`src/rtl/chan_arb_pkg.sv`:
```
// Shared header-field constants and one-hot FSM encoding for the channel arbiter.
package chan_arb_pkg;

    localparam int HDR_FLAG_BIT   = 15;
    localparam int HDR_MASTER_BIT = 14;
    localparam int HDR_NUM_MSB    = 13;
    localparam int HDR_NUM_LSB    = 8;
    localparam int HDR_LEN_MSB    = 7;
    localparam int HDR_LEN_LSB    = 0;

    localparam logic [3:0] ST_IDLE  = 4'b0001;
    localparam logic [3:0] ST_HDR   = 4'b0010;
    localparam logic [3:0] ST_HWAIT = 4'b0100;
    localparam logic [3:0] ST_BODY  = 4'b1000;

    typedef enum logic [3:0] {
        IDLE  = ST_IDLE,
        HDR   = ST_HDR,
        HWAIT = ST_HWAIT,
        BODY  = ST_BODY
    } arb_state_e;

endpackage

```
`src/rtl/arb_skid_fifo.sv`:
```
// Output skid FIFO: DEPTH entries of {data, sop, eop}; push while full is legal when popping.
module arb_skid_fifo #(
    parameter int DEPTH = 4,
    parameter int WIDTH = 18,
    localparam int AW   = $clog2(DEPTH),
    localparam int FW   = AW + 1
) (
    input  logic             clk,
    input  logic             rst_n,
    input  logic             push_i,
    input  logic [WIDTH-1:0] data_i,
    input  logic             pop_i,
    output logic [WIDTH-1:0] data_o,
    output logic             full_o,
    output logic             empty_o,
    output logic [FW-1:0]    free_o
);

    logic [WIDTH-1:0] mem [DEPTH];
    logic [AW-1:0]    wrPtr_q;
    logic [AW-1:0]    rdPtr_q;
    logic [FW-1:0]    count_q;
    logic             doPush;
    logic             doPop;

    assign full_o  = (count_q == FW'(DEPTH));
    assign empty_o = (count_q == '0);
    assign free_o  = FW'(DEPTH) - count_q;
    assign doPop   = pop_i && !empty_o;
    assign doPush  = push_i && (!full_o || doPop);
    assign data_o  = mem[rdPtr_q];

    always_ff @(posedge clk or negedge rst_n) begin
        if (!rst_n) begin
            wrPtr_q <= '0;
            rdPtr_q <= '0;
            count_q <= '0;
        end else begin
            if (doPush) wrPtr_q <= wrPtr_q + AW'(1);
            if (doPop)  rdPtr_q <= rdPtr_q + AW'(1);
            count_q <= count_q + FW'(doPush) - FW'(doPop);
        end
    end

    // Storage needs no reset: the head is only meaningful while not empty.
    always_ff @(posedge clk) begin
        if (doPush) mem[wrPtr_q] <= data_i;
    end

endmodule

```
`src/rtl/chan_arbiter.sv`:
```
// Round-robin block arbiter: drains whole channel blocks onto one 16-bit valid/ready stream.
// Define ARB_BLKCNT_EN to add the blk_cnt / err_cnt statistics outputs.
module chan_arbiter
    import chan_arb_pkg::*;
#(
    parameter int NCH        = 16,
    parameter int SKID_DEPTH = 4
) (
    input  logic              clk,
    input  logic              rst_n,
    input  logic [NCH-1:0]    req,
    output logic [NCH-1:0]    ack,
    input  logic [16*NCH-1:0] din,
    output logic [15:0]       dout,
    output logic              dout_valid,
    input  logic              dout_ready,
    output logic              dout_sop,
    output logic              dout_eop,
    output logic [5:0]        cur_chan,
    output logic              busy,
    output logic              hdr_err
`ifdef ARB_BLKCNT_EN
    ,
    output logic [31:0]       blk_cnt,
    output logic [15:0]       err_cnt
`endif
);

    localparam int CW = (NCH > 1) ? $clog2(NCH) : 1;
    localparam int FW = $clog2(SKID_DEPTH) + 1;

    arb_state_e    state_q, state_d;
    logic [CW-1:0] curIdx_q, curIdx_d;
    logic [CW-1:0] ptr_q, ptr_d;
    logic [8:0]    remaining_q, remaining_d;
    logic          pending_q, pending_d;
    logic          hdrErr_q, hdrErr_d;

    logic          ackEn;
    logic          fifoPush;
    logic [17:0]   pushWord;
    logic          fifoPop;
    logic [17:0]   head;
    logic          fifoFull;
    logic          fifoEmpty;
    logic [FW-1:0] fifoFree;
    logic          spaceOk;
    logic [15:0]   chWord;
    logic [8:0]    hdrLen;
    logic          found;
    logic [CW-1:0] selIdx;
    logic [CW:0]   idxW;

    arb_skid_fifo #(.DEPTH(SKID_DEPTH), .WIDTH(18)) u_skid (
        .clk     (clk),
        .rst_n   (rst_n),
        .push_i  (fifoPush),
        .data_i  (pushWord),
        .pop_i   (fifoPop),
        .data_o  (head),
        .full_o  (fifoFull),
        .empty_o (fifoEmpty),
        .free_o  (fifoFree)
    );

    // A word already in flight from last cycle's ack must be counted against free space.
    assign spaceOk = !fifoFull && (fifoFree >= (pending_q ? FW'(3) : FW'(2)));
    assign chWord  = din[{curIdx_q, 4'b0000} +: 16];
    assign hdrLen  = {1'b0, chWord[HDR_LEN_MSB:HDR_LEN_LSB]} + 9'(chWord[HDR_MASTER_BIT]);

    always_comb begin
        found  = 1'b0;
        selIdx = '0;
        idxW   = '0;
        for (int k = 1; k <= NCH; k++) begin
            idxW = {1'b0, ptr_q} + (CW+1)'(k);
            if (idxW >= (CW+1)'(NCH)) idxW = idxW - (CW+1)'(NCH);
            if (!found && req[idxW[CW-1:0]]) begin
                found  = 1'b1;
                selIdx = idxW[CW-1:0];
            end
        end
    end

    always_comb begin
        state_d     = state_q;
        curIdx_d    = curIdx_q;
        ptr_d       = ptr_q;
        remaining_d = remaining_q;
        hdrErr_d    = 1'b0;
        ackEn       = 1'b0;
        fifoPush    = 1'b0;
        pushWord    = '0;
        unique case (state_q)
            IDLE: begin
                if (found && spaceOk) begin
                    curIdx_d = selIdx;
                    state_d  = HDR;
                end
            end
            HDR: begin
                ackEn   = 1'b1;
                state_d = HWAIT;
            end
            HWAIT: begin
                fifoPush = 1'b1;
                pushWord = {chWord, 1'b1, 1'b0};
                if (!chWord[HDR_FLAG_BIT]) begin
                    pushWord[0] = 1'b1;
                    hdrErr_d    = 1'b1;
                    ptr_d       = curIdx_q;
                    state_d     = IDLE;
                end else if (hdrLen == 9'd0) begin
                    pushWord[0] = 1'b1;
                    ptr_d       = curIdx_q;
                    state_d     = IDLE;
                end else begin
                    remaining_d = hdrLen;
                    state_d     = BODY;
                end
            end
            BODY: begin
                if (pending_q) begin
                    fifoPush    = 1'b1;
                    pushWord    = {chWord, 1'b0, remaining_q == 9'd1};
                    remaining_d = remaining_q - 9'd1;
                    if (remaining_q == 9'd1) begin
                        ptr_d   = curIdx_q;
                        state_d = IDLE;
                    end
                end
                // Never ack beyond the block length, even with one word still in flight.
                if ((remaining_q > {8'b0, pending_q}) && spaceOk) ackEn = 1'b1;
            end
            default: state_d = IDLE;
        endcase
        pending_d = ackEn;
    end

    always_ff @(posedge clk or negedge rst_n) begin
        if (!rst_n) begin
            state_q     <= IDLE;
            curIdx_q    <= '0;
            ptr_q       <= CW'(NCH - 1);
            remaining_q <= '0;
            pending_q   <= 1'b0;
            hdrErr_q    <= 1'b0;
        end else begin
            state_q     <= state_d;
            curIdx_q    <= curIdx_d;
            ptr_q       <= ptr_d;
            remaining_q <= remaining_d;
            pending_q   <= pending_d;
            hdrErr_q    <= hdrErr_d;
        end
    end

    assign ack        = ackEn ? (NCH'(1) << curIdx_q) : '0;
    assign dout_valid = !fifoEmpty;
    assign fifoPop    = dout_valid && dout_ready;
    assign dout       = dout_valid ? head[17:2] : 16'h0000;
    assign dout_sop   = dout_valid && head[1];
    assign dout_eop   = dout_valid && head[0];
    assign cur_chan   = 6'(curIdx_q);
    assign busy       = (state_q != IDLE);
    assign hdr_err    = hdrErr_q;

`ifdef ARB_BLKCNT_EN
    // Blocks counted as their last word leaves; the error count sticks at its maximum.
    logic [31:0] blkCnt_q;
    logic [15:0] errCnt_q;

    always_ff @(posedge clk or negedge rst_n) begin
        if (!rst_n) begin
            blkCnt_q <= '0;
            errCnt_q <= '0;
        end else begin
            if (fifoPop && head[0]) blkCnt_q <= blkCnt_q + 32'd1;
            if (hdrErr_q && (errCnt_q != 16'hFFFF)) errCnt_q <= errCnt_q + 16'd1;
        end
    end

    assign blk_cnt = blkCnt_q;
    assign err_cnt = errCnt_q;
`endif

endmodule

```
`config.mk`:
```
export PLATFORM = sky130hd
export DESIGN_NAME = chan_arbiter
export DESIGN_NICKNAME = d
export VERILOG_FILES = /design/src/rtl/chan_arb_pkg.sv /design/src/rtl/arb_skid_fifo.sv /design/src/rtl/chan_arbiter.sv
export SDC_FILE = /design/constraint.sdc
export NUM_CORES = 1
export LEC_CHECK = 0
export CAP_MARGIN = 10
export CORE_AREA = 2 2 137 139
export CTS_CLUSTER_DIAMETER = 120
export DETAILED_ROUTE_END_ITERATION = 10
export DIE_AREA = 0 0 139 141
export PLACE_DENSITY = 0.85
export REMOVE_ABC_BUFFERS = 1
export SETUP_SLACK_MARGIN = 0.15
export SYNTH_ARGS = -nofsm -noshare
export SYNTH_HDL_FRONTEND = slang
export SYNTH_SLANG_ARGS = --single-unit
```
`constraint.sdc`:
```
create_clock -name clk -period 7.23 [get_ports clk]
set_input_delay 1.446 -clock clk [delete_from_list [all_inputs] [get_ports clk]]
set_output_delay 1.446 -clock clk [all_outputs]
set_load 0.1 [all_outputs]
```
==> metrics.txt <==
TritonCTS buffer count 9; Crit path max-delay family simple AND/OR/NAND/NOR gates; post-synth design cell area 8860 sq um; CP Max Fanout 25; Place WS 2.19 ns; commonest non-fill, non-tap cell in the layout clkdlybuf4s50_1; critical path endpoint category flop; placed cells 1243; crit-path max cell delay 0.96 ns; Final WS setup 2.17 ns; fin util 68.1%; placer congestion estimate 1.03; Startpoint Class flop; Post-synth top flop edfxtp_1; highest-count cells in the layout ignoring fill and taps 315 x clkdlybuf4s50_1, 106 x mux4_2, 72 x edfxtp_1, 51 x nand2_1, 44 x nor2_1; Tot GR Track Use 33.4%; clock latency on the worst-skew pair 0.35 ns; FFs w/ async S/R, synth 29.4%; Leak 0.00438 uW; final setup vio count 0; deepest clock path buffer count 2; Clock Skew 0.00739 ns; Crit. Startpoint ptr_q[1]; vias in the first global route 7972; Crit-path slowest cell dfstp_2; layer with the highest usage met2; CP Class flop to flop; Remaining DRCs 0; Power Density 464 nW/um^2; Die X-Extent 139 um; CP cell instances inv_1, ha_1, mux4_1, mux2_2, mux2i_4, nand4b_1, nor3_2, a41o_1, or2_2, inv_2, mux2i_1, a21oi_1; worst hold path type flop to flop; die area 19600 sq um; met3 usage 13.1%; Synth Area per Inst 12.1 sq um; Final Max Tran Viols 0; total gr overflow 0; max-cap violations 0; hold wc startpoint remaining_q[4]; final net count 1319; Post-CTS Hold Fix Bufs 0; register area share after synthesis 33.0%; GR Layer Usage met1 42.4%; initial antenna violation count 10; root buffer cell clkbuf_16; first-pass GRT wire length 48900 um; Post-CTS Resized 0; largest net degree at the start of global routing 43; RSZ-0062 raised after global routing false; H-tree depth 3; Post-CTS Setup Inserts 0; I/O Pins 318; worst slew pin tran 0.997 ns; Slew Limit Headroom 33.3%; Placeable Area 18300 sq um; First DRT Iteration DRCs 879; YS warnings 0; vias post-DR 8201; met2 Track Usage GR 53.8%; Port Buf Inserts 315; outcome completed; f_max 198 MHz; Netlist cell types 84; Post-synth EDFFs 72; DRT Wirelength 33500 um; Area growth, synth to finish 40.5%; Final ANT Viol Nets 0; Final Cell Area 12400 sq um; WP data required 7.50 ns; worst vdd ir 0.422 mV; Clock transition at path regs 0.07 ns; # rows 50; CTS tree yes; post-route setup TNS 0 ns; Hold Vio Cnt, Final 0; Final min period 5.06 ns; WL/cell 26.5 um; DIE HEIGHT 141 um; Crit path arrival time 5.33 ns; via-per-instance ratio 6.50; drt first pass iters 6; Post-Synthesis Cells 730; Post-Layout Cell Count 1262; number of synthesized register bits 102; starting density of the core 48.5%; Worst Path Buf+Inv 2; layout cells sized above 1 17.0%; worst r2r src ptr_q[1]; Area after DPL 12100 sq um; HPWL after DPL 26900 um; Tcrit/Tclk final 70.0%; clock sink total 102
==> Yosys cell counts, types with 5 or more instances <==
cell	number	area (sq um)
mux4_2	106	2390
o22ai_1	6	37.5
and2_1	26	163
o21ai_0	17	85.1
xnor2_1	12	105
edfxtp_1	72	2160
a211oi_1	5	37.5
nand4_1	6	37.5
buf_2	8	40.0
nor3_1	15	75.1
nand3_1	18	90.1
a21oi_1	33	165
mux4_1	7	184
inv_1	25	93.8
buf_1	12	45.0
clkbuf_1	17	63.8
xor2_1	7	61.3
dfstp_2	5	131
nor2_1	44	165
nand2_1	51	191
dfrtp_1	25	626
a31oi_1	8	50.1
a22oi_1	12	90.1
nand2b_1	7	43.8
ha_1	23	288
nand3b_1	7	52.6
mux2i_1	21	210
o21ai_1	11	55.1
nor2b_1	17	106
mux2_2	20	225
==> final timing paths <==
check | slack [ns] | cells after the start | end
max | 2.17 | 12 | curIdx_q[1]
min in group asynchronous | 1.48 | 2 | hdr_err
max reg2reg | 2.17 | 12 | curIdx_q[1]
min reg2reg | 0.51 | 2 | remaining_q[4]
max in group asynchronous | 5.41 | 2 | ptr_q[3]
min | 0.51 | 2 | remaining_q[4]
==> registers in the layout, indices dropped and copies added (netlist names) <==
register        count
curIdx_q            4
hdr_err             1
pending_q           1
ptr_q               4
remaining_q         9
state_q             4
u_skid.count_q      3
u_skid.mem         72
u_skid.rdPtr_q      2
u_skid.wrPtr_q      2
==> final cells by class <==
cell class | instances | area, sq um
fill | 1327 | 5830
timing repair buffer | 323 | 3210
clock inverter | 7 | 62.6
multi-input combinational | 555 | 5610
antenna | 3 | 7.51
tap | 234 | 293
sequential | 102 | 2930
inverter | 29 | 109
clock buffer | 9 | 225
==> report_power, final <==
part           total [uW]  internal [uW]  switching, uW
logic                4280           1750           2530
registers            1020            737            286
clock network         473            242            231
==> cells by family (layout without fill, tap and decap cells) <==
logic type	after synthesis	in the layout	synth area share (%)
adder cells (fa/ha/maj)	24	24	3.48
other	1	5	0.0423
flip-flops	102	102	33.0
buffers and inverters	74	368	3.86
XOR/XNOR	20	20	2.06
AO/OA/AOI/OAI	135	135	10.3
multiplexers	159	159	34.7
AND/OR/NAND/NOR	215	215	12.6
==> tightest hold or removal path, delay by kind of cell (launching register included) <==
family / cells / cell delay (ns)
flops: 1 / 0.35
compound gates: 2 / 0.13
==> per-stage QoR <==
| stage | total power (uW) | hold WS, ns |
|---|---|---|
| after floorplan | 4170 | 0.466 |
| after global placement | 5180 | 0.498 |
| after detailed placement | 5220 | 0.495 |
| after CTS | 5700 | 0.515 |
| after global routing | 6060 | 0.535 |
| final | 5780 | 0.511 |
==> per-layer routing <==
metal / share of wire (%) / vias up
li1: - / 3501
met1: 36 / 4010
met2: 47 / 591
met3: 13 / 85
met4: 2.9 / 14
met5: 0.25 / -
Note: power is estimated with default switching activity, not from simulation.
